==> src/rtl/fifo_2entry.sv <==
// fifo_2entry
//   Two-entry in-order buffer used for each output port of demux_1to2_buf.
//   Words are stored in a two-slot ring addressed by one-bit read/write
//   pointers. Occupancy is kept in a registered counter so that full/empty
//   and the count output come straight from flops.
//
// Ports
//   clk_i  : clock, all state changes on the rising edge
//   rst_i  : asynchronous active-high reset, empties the buffer
//   push   : write din at the tail (ignored while full)
//   pop    : remove the head word (ignored while empty)
//   din    : word to be written
//   dout   : head word, meaningful only while empty = 0
//   count  : current occupancy, 0..2
//   full   : count == 2
//   empty  : count == 0
module fifo_2entry #(
   parameter int size = 32
) (
   input  logic            clk_i,
   input  logic            rst_i,
   input  logic            push,
   input  logic            pop,
   input  logic [size-1:0] din,
   output logic [size-1:0] dout,
   output logic [1:0]      count,
   output logic            full,
   output logic            empty
);

   localparam int         DEPTH      = 2;
   localparam logic [1:0] FULL_COUNT = 2'(DEPTH);

   logic [size-1:0] mem [DEPTH];
   logic            wr_ptr;
   logic            rd_ptr;
   logic            do_push;
   logic            do_pop;

   // A push into a full buffer is refused even if a pop happens in the same
   // cycle; the freed slot only becomes usable on the following cycle.
   assign full    = (count == FULL_COUNT);
   assign empty   = (count == 2'd0);
   assign do_push = push && !full;
   assign do_pop  = pop && !empty;
   assign dout    = mem[rd_ptr];

   // Pointer and occupancy state. With only two slots, advancing a pointer
   // is a toggle. A simultaneous push and pop leaves the count unchanged.
   always_ff @(posedge clk_i or posedge rst_i) begin
      if (rst_i) begin
         wr_ptr <= 1'b0;
         rd_ptr <= 1'b0;
         count  <= 2'd0;
      end else begin
         if (do_push) begin
            wr_ptr <= ~wr_ptr;
         end
         if (do_pop) begin
            rd_ptr <= ~rd_ptr;
         end
         case ({do_push, do_pop})
            2'b10:   count <= count + 2'd1;
            2'b01:   count <= count - 2'd1;
            default: count <= count;
         endcase
      end
   end

   // Storage is deliberately left out of reset: its contents are never
   // observed while the buffer reports empty.
   always_ff @(posedge clk_i) begin
      if (do_push) begin
         mem[wr_ptr] <= din;
      end
   end

endmodule

==> src/rtl/demux_1to2_buf.sv <==
// demux_1to2_buf
//   Routes an upstream valid/ready stream to one of two buffered output
//   ports chosen per word by select_i. Each port has its own two-entry
//   buffer, so a stalled consumer on one port never blocks the other.
//
// Ports
//   clk_i, rst_i       : clock and asynchronous active-high reset
//   data_i, valid_i    : upstream word and its valid flag
//   select_i           : destination port of data_i (0 or 1)
//   ready_o            : addressed buffer has room this cycle
//   data0_o, valid0_o  : port 0 head word and non-empty flag
//   ready0_i           : port 0 consumer takes the head word
//   data1_o, valid1_o  : port 1 head word and non-empty flag
//   ready1_i           : port 1 consumer takes the head word
//   count0_o, count1_o : registered occupancy of each port buffer
module demux_1to2_buf #(
   parameter int size = 32
) (
   input  logic            clk_i,
   input  logic            rst_i,
   input  logic [size-1:0] data_i,
   input  logic            valid_i,
   input  logic            select_i,
   output logic            ready_o,
   output logic [size-1:0] data0_o,
   output logic            valid0_o,
   input  logic            ready0_i,
   output logic [size-1:0] data1_o,
   output logic            valid1_o,
   input  logic            ready1_i,
   output logic [1:0]      count0_o,
   output logic [1:0]      count1_o
);

   logic full0;
   logic full1;
   logic empty0;
   logic empty1;
   logic push0;
   logic push1;

   // ready_o depends only on select_i and the addressed buffer's full flag,
   // never on the downstream ready inputs.
   assign ready_o  = select_i ? !full1 : !full0;
   assign push0    = valid_i && !select_i && ready_o;
   assign push1    = valid_i &&  select_i && ready_o;
   assign valid0_o = !empty0;
   assign valid1_o = !empty1;

   fifo_2entry #(.size(size)) u_fifo0 (
      .clk_i (clk_i),
      .rst_i (rst_i),
      .push  (push0),
      .pop   (ready0_i),
      .din   (data_i),
      .dout  (data0_o),
      .count (count0_o),
      .full  (full0),
      .empty (empty0)
   );

   fifo_2entry #(.size(size)) u_fifo1 (
      .clk_i (clk_i),
      .rst_i (rst_i),
      .push  (push1),
      .pop   (ready1_i),
      .din   (data_i),
      .dout  (data1_o),
      .count (count1_o),
      .full  (full1),
      .empty (empty1)
   );

endmodule

==> config.mk <==
export PLATFORM = sky130hd
export DESIGN_NAME = demux_1to2_buf
export DESIGN_NICKNAME = d
export VERILOG_FILES = /design/src/rtl/fifo_2entry.sv /design/src/rtl/demux_1to2_buf.sv
export SDC_FILE = /design/constraint.sdc
export NUM_CORES = 1
export LEC_CHECK = 0
export ABC_AREA = 1
export BUFFER_PORTS_ARGS = -buffer_cell sky130_fd_sc_hd__buf_2
export CELL_PAD_IN_SITES_DETAIL_PLACEMENT = 1
export CELL_PAD_IN_SITES_GLOBAL_PLACEMENT = 1
export CORE_MARGIN = 10
export CORE_UTILIZATION = 35
export CTS_BUF_LIST = sky130_fd_sc_hd__clkbuf_16
export DETAILED_ROUTE_END_ITERATION = 10
export PLACE_DENSITY = 0.72
export SETUP_SLACK_MARGIN = 0.4
export SLEW_MARGIN = 20
export SYNTH_ARGS = -nofsm -noshare
export SYNTH_HDL_FRONTEND = slang
export SYNTH_SLANG_ARGS = --single-unit
==> constraint.sdc <==
create_clock -name clk_i -period 7.14 [get_ports clk_i]
set_clock_uncertainty 0.05 [all_clocks]
set_input_delay 0 -clock clk_i [delete_from_list [all_inputs] [get_ports clk_i]]
set_output_delay 0 -clock clk_i [all_outputs]
set_load 0.05 [all_outputs]
### Word-level counts from Yosys, hierarchy flattened

Memories as Yosys holds them, arrays and structs flattened.
Cells that the tools add are included.

| storage, ports and cells | value |
|---|---|
| register bits after elaboration | 8 |
| RAM bits | 128 |
| output and inout bits | 71 |
| logic and storage cells | 46 |
| memories | 2 |

Memory list:

| name | words | bits a word | rd ports | clocked after memory_dff | write ports | RTL line | RTL |
|---|---|---|---|---|---|---|---|
| u_fifo0.mem | 2 | 32 | 1 | 0 | 1 | fifo_2entry.sv:34 | `logic [size-1:0] mem [DEPTH];` |
| u_fifo1.mem | 2 | 32 | 1 | 0 | 1 | fifo_2entry.sv:34 |  |

| operators by class | value |
|---|---|
| add/sub/neg operators | 4 |
| equality and inequality tests | 6 |
| multiplexer cells | 7 |
| bitwise logic cells | 4 |
| reduce and logical (&&, ||, !) cells | 17 |

Operators with widths:

| cell | count |
|---|---|
| 2-bit == test, second input constant | 4 |
| 1-bit logical AND | 8 |
| 2-bit one-hot mux with 2 select lines | 2 |
| 1-bit logical NOT | 5 |
| 1-bit 2-to-1 mux | 5 |
| 2-bit by 1-bit adder with 2-bit output, second input constant | 2 |
| 2-bit by 1-bit == test with 1-bit output, second input constant | 2 |
| 2-bit logical NOT | 2 |
| 1-bit inverter | 4 |
| 2-bit nonzero test | 2 |
| 2-bit by 1-bit subtractor with 2-bit output, second input constant | 2 |

### Depth between registers and ports, before layout

| logic depth | value |
|---|---|
| depth in word-level cells | 7 |
| mapped depth | 10 |
| gate-level depth less buffers | 10 |

### Modules after synthesis

A second synthesis with hierarchy kept.

| second synthesis, totals | value |
|---|---|
| cells, all modules | 413 |
| area total of the unflattened synthesis | 5,904.4 um^2 |

Modules (own cells, without submodules):

| module | instances | cells each | area an instance (um^2) |
|---|---|---|---|
| fifo_2entry | 2 | 201 | 2,929.1 |
| demux_1to2_buf | 1 | 11 | 46.3 |

### Worst setup path before layout

No wires, ideal clock.

| timing | value |
|---|---|
| path kind | register to register |
| start point | register u_fifo1.count[0] |
| end point | memory u_fifo1.mem[1][0] (enable) |
| arrival | 2.386 ns |
| data required time | 6.669 ns |
| slack | 4.283 ns |
| cell stages (with the launch flop) | 5 |
| buffers on the path | 0 |
| path through | dfrtp_1 > inv_1 > nand2_1 > nand3_1 > nor2_1 |

| on the way | value |
|---|---|
| word-level cells in the longest chain between the ends | 7 |

Ends and longest elaborated chain:

| element | RTL line | RTL |
|---|---|---|
| start: declaration | fifo_2entry.sv:26 | `output logic [1:0] count,` |
| start signal: assignment | fifo_2entry.sv:63 | `2'b10: count <= count + 2'd1;` |
| start signal: assignment | fifo_2entry.sv:64 | `2'b01: count <= count - 2'd1;` |
| start signal: assignment | fifo_2entry.sv:65 | `default: count <= count;` |
| 2-bit == test * | fifo_2entry.sv:42 | `assign full = (count == FULL_COUNT);` |
| 1-bit logical NOT * | fifo_2entry.sv:44, demux_1to2_buf.sv:44 |  |
| 1-bit 2-to-1 mux | demux_1to2_buf.sv:44 | `assign ready_o = select_i ? !full1 : !full0;` |
| 1-bit logical AND | demux_1to2_buf.sv:46 | `assign push1 = valid_i && select_i && ready_o;` |
| 1-bit logical AND * | fifo_2entry.sv:44 | `assign do_push = push && !full;` |
| 1-bit 2-to-1 mux * | fifo_2entry.sv:73 | `if (do_push) begin` |
| 1-bit 2-to-1 mux (not written as such) * | fifo_2entry.sv:74 | `mem[wr_ptr] <= din;` |
| end: declaration | fifo_2entry.sv:34 |  |

Mark *: on every way between the ends. The rest lies on a longest branch, timed or not.

### Final worst setup path

| timing | value |
|---|---|
| start point | register u_fifo1.rd_ptr |
| end point | output port data1_o[1] |

| on the way | value |
|---|---|
| word-level cells in the longest chain between the ends | 1 |

Ends and longest elaborated chain:

| element | RTL line | RTL |
|---|---|---|
| start: declaration | fifo_2entry.sv:36 | `logic rd_ptr;` |
| start signal: assignment | fifo_2entry.sv:60 | `rd_ptr <= ~rd_ptr;` |
| memory read 2 x 32 bit | - |  |
| end: declaration | demux_1to2_buf.sv:28 | `output logic [size-1:0] data1_o,` |

No other way between the ends.

==> reports/qor.txt <==
Status = finished clean
Wire length per cell = 16.9 um
Crit path max-delay cell type = inv_2
Setup Buffers After CTS = 0
Delay-heaviest family, CP = buffers and inverters
Global-route wire length before repair = 19800 um
Fillers = 1550
CP startpoint kind = register
Sequential-to-total area share from yosys stat = 78.0%
Final hold viol count = 0
Root Driver = clkbuf_16
Kind of critical path = reg -> out
# rows = 44
Gr usage total = 12.7%
Die Area = 20100 sq um
Critical-path maximum fanout = 34
Final Cycle Share = 29.5%
CTS clk-pin slew, worst paths = 60 ps
Max stage delay on crit path = 500 ps
Post-cts hold buffer count = 38
Yosys warns = 0
Max-cap viol count = 0
Antenna Nets Post-Route = 0
Worst skew pair latency = 410 ps
Critical path origin = u_fifo1.rd_ptr
Total CTS buffers = 17
Synth Area per Inst = 13.0 sq um
Cell count after synthesis = 400
RSZ-0062 raised after global routing = no
Synth cell types = 17
Synth-to-layout area growth = 31.6%
Number of diodes = 0
TritonRoute pass-1 iters = 4
Crit path DAT = 2060 ps
CTS tree = built
Post-DP HPWL = 8460 um
Worst EP required = 7090 ps
Pwr dens = 468 nW/um^2
H-tree depth = 4
HP Class = in -> async
Initial Util = 35.7%
Hold slack = 36.9 ps
Peak supply drop = 0.244 mV
Setup-failing EPs final = 0
Share of cells above drive strength 1 = 25.0%
Slew @ Worst Pin = 1050 ps
Largest net degree at the start of global routing = 67
Clock Sink Count = 136
Routed wire length = 12700 um
Max Freq = 0.474 GHz
CP Buf/Inv Count = 3
Core region area = 14500 sq um
Final GP Congestion = 0.758
DR vias = 3410
Initial antenna violation count = 0
Net Count, Synth = 440
Critical-path cell list = buf_4, inv_2, nand2_1, nand2_1, buf_2
DRC errors left = 0
Slew Limit Fails = 0
PortBufs = 108
DIE WIDTH = 142 um
Register area = 4050 sq um
Starting DRT DRC Count = 155
Most common cell on crit path = nand2_1
Die Y = 142 um
Tmin final = 2110 ps
Vias in the first global route = 3663
Rel. slew slack = 29.7%
Ports = 109
Worst r2r src = u_fifo0.count[0]
CP endpoint kind = output pin
Post_cts resized = 0
Longest Clk Path Bufs = 2
TNS Setup = 0 ps
Syn Std Cell Area = 5180 sq um
LEAKAGE = 0.00290 uW
Final net count = 594
Tot Pwr = 3190 uW
Grt ovf = 0
Vias/cell = 4.54
Multi-input logic area = 857 sq um
#FFs+latches synth = 136
report_power, final:
group,total (uW),internal [uW],switching [uW]
sequential,1090,1000,86.2
clock,826,506,319
combinational,1280,250,1030
total,3190,1760,1430
area by class of cell:
cell class / instances / area share [%]
repair buffers: 149 / 13.8
well taps: 184 / 3.37
clock inverters: 15 / 2.00
flip-flops and latches: 136 / 59.3
clock buffers: 17 / 6.23
inverters: 49 / 2.70
multi-input cells: 201 / 12.6
Yosys cell counts:
cell type / n / area share [%]
buf_2: 4 / 0.39
buf_4: 1 / 0.14
buf_6: 7 / 1.5
clkbuf_1: 2 / 0.14
dfrtp_1: 8 / 3.9
edfxtp_1: 128 / 74
ha_1: 2 / 0.48
inv_1: 48 / 3.5
inv_2: 1 / 0.072
nand2_1: 153 / 11
nand3_1: 5 / 0.48
nand3b_1: 1 / 0.14
nand4_1: 4 / 0.48
nor2_1: 2 / 0.14
o21ai_0: 25 / 2.4
o21ai_1: 7 / 0.68
xnor2_1: 2 / 0.34
metal layers:
metal  wire length [um]  track usage [%]  part of all wire (%)
met5                  0                0                     0
met4                125             3.71                  0.99
met2               6240             20.9                    49
met3                888             5.87                   7.0
met1               5420             14.6                    43
tightest hold or removal path, delay by kind of cell:
| family | cells | cell delay, ps |
|---|---|---|
| buffers and inverters | 3 | 900 |
placed cells by master, fill, tap and decap left out, drive strengths merged:
master       instances
buf                111
bufinv               2
clkbuf              17
clkinv               7
clkinvlp             4
dfrtp                8
dlygate4sd3         38
edfxtp             128
ha                   2
inv                 51
nand2              153
nand3                5
nand3b               1
nand4                4
nor2                 2
o21ai               32
xnor2                2
stage by stage:
| stage | worst slack, ps | instances | instance area [sq um] | utilization, % |
|---|---|---|---|---|
| 4_1_cts | 4900 | 751 | 6820 | 46.9 |
| 2_1_floorplan | 4280 | 400 | 5180 | - |
| 6_report | 5030 | 751 | 6820 | 47.0 |
| 3_3_place_gp | 5160 | 681 | 5880 | 40.5 |
| 3_5_place_dp | 5030 | 681 | 5880 | 40.5 |
| 5_1_grt | 4810 | 751 | 6820 | 47.0 |
sequential cells by signal (all words and copies together) (netlist names):
name / count
u_fifo0.wr_ptr: 1
u_fifo1.mem: 64
u_fifo1.rd_ptr: 1
u_fifo0.count: 2
u_fifo1.count: 2
u_fifo0.mem: 64
u_fifo1.wr_ptr: 1
u_fifo0.rd_ptr: 1
path summary, 6_finish.rpt:
kind	end	slack, ps	depth (start not counted)
max reg2reg	u_fifo0.mem[1][0]	5090	4
min reg2reg	u_fifo1.wr_ptr	430	2
min	u_fifo0.wr_ptr	40	3
max in group asynchronous	u_fifo0.rd_ptr	6730	3
max	data1_o[1]	5030	5
min in group clk_i	u_fifo0.mem[1][23]	290	2
cell families (layout without fill, tap and decap cells):
logic type | Yosys count | count (layout) | share of synthesized area [%]
AOI/OAI and AO/OA | 32 | 32 | 3.09
adders and majority gates | 2 | 2 | 0.483
xor gates and xnor gates | 2 | 2 | 0.338
DFF | 136 | 136 | 78.0
buffers and inverters | 63 | 230 | 5.74
and+or+nand+nor | 165 | 165 | 12.3
No activity file was read; power rests on OpenSTA's default activity.
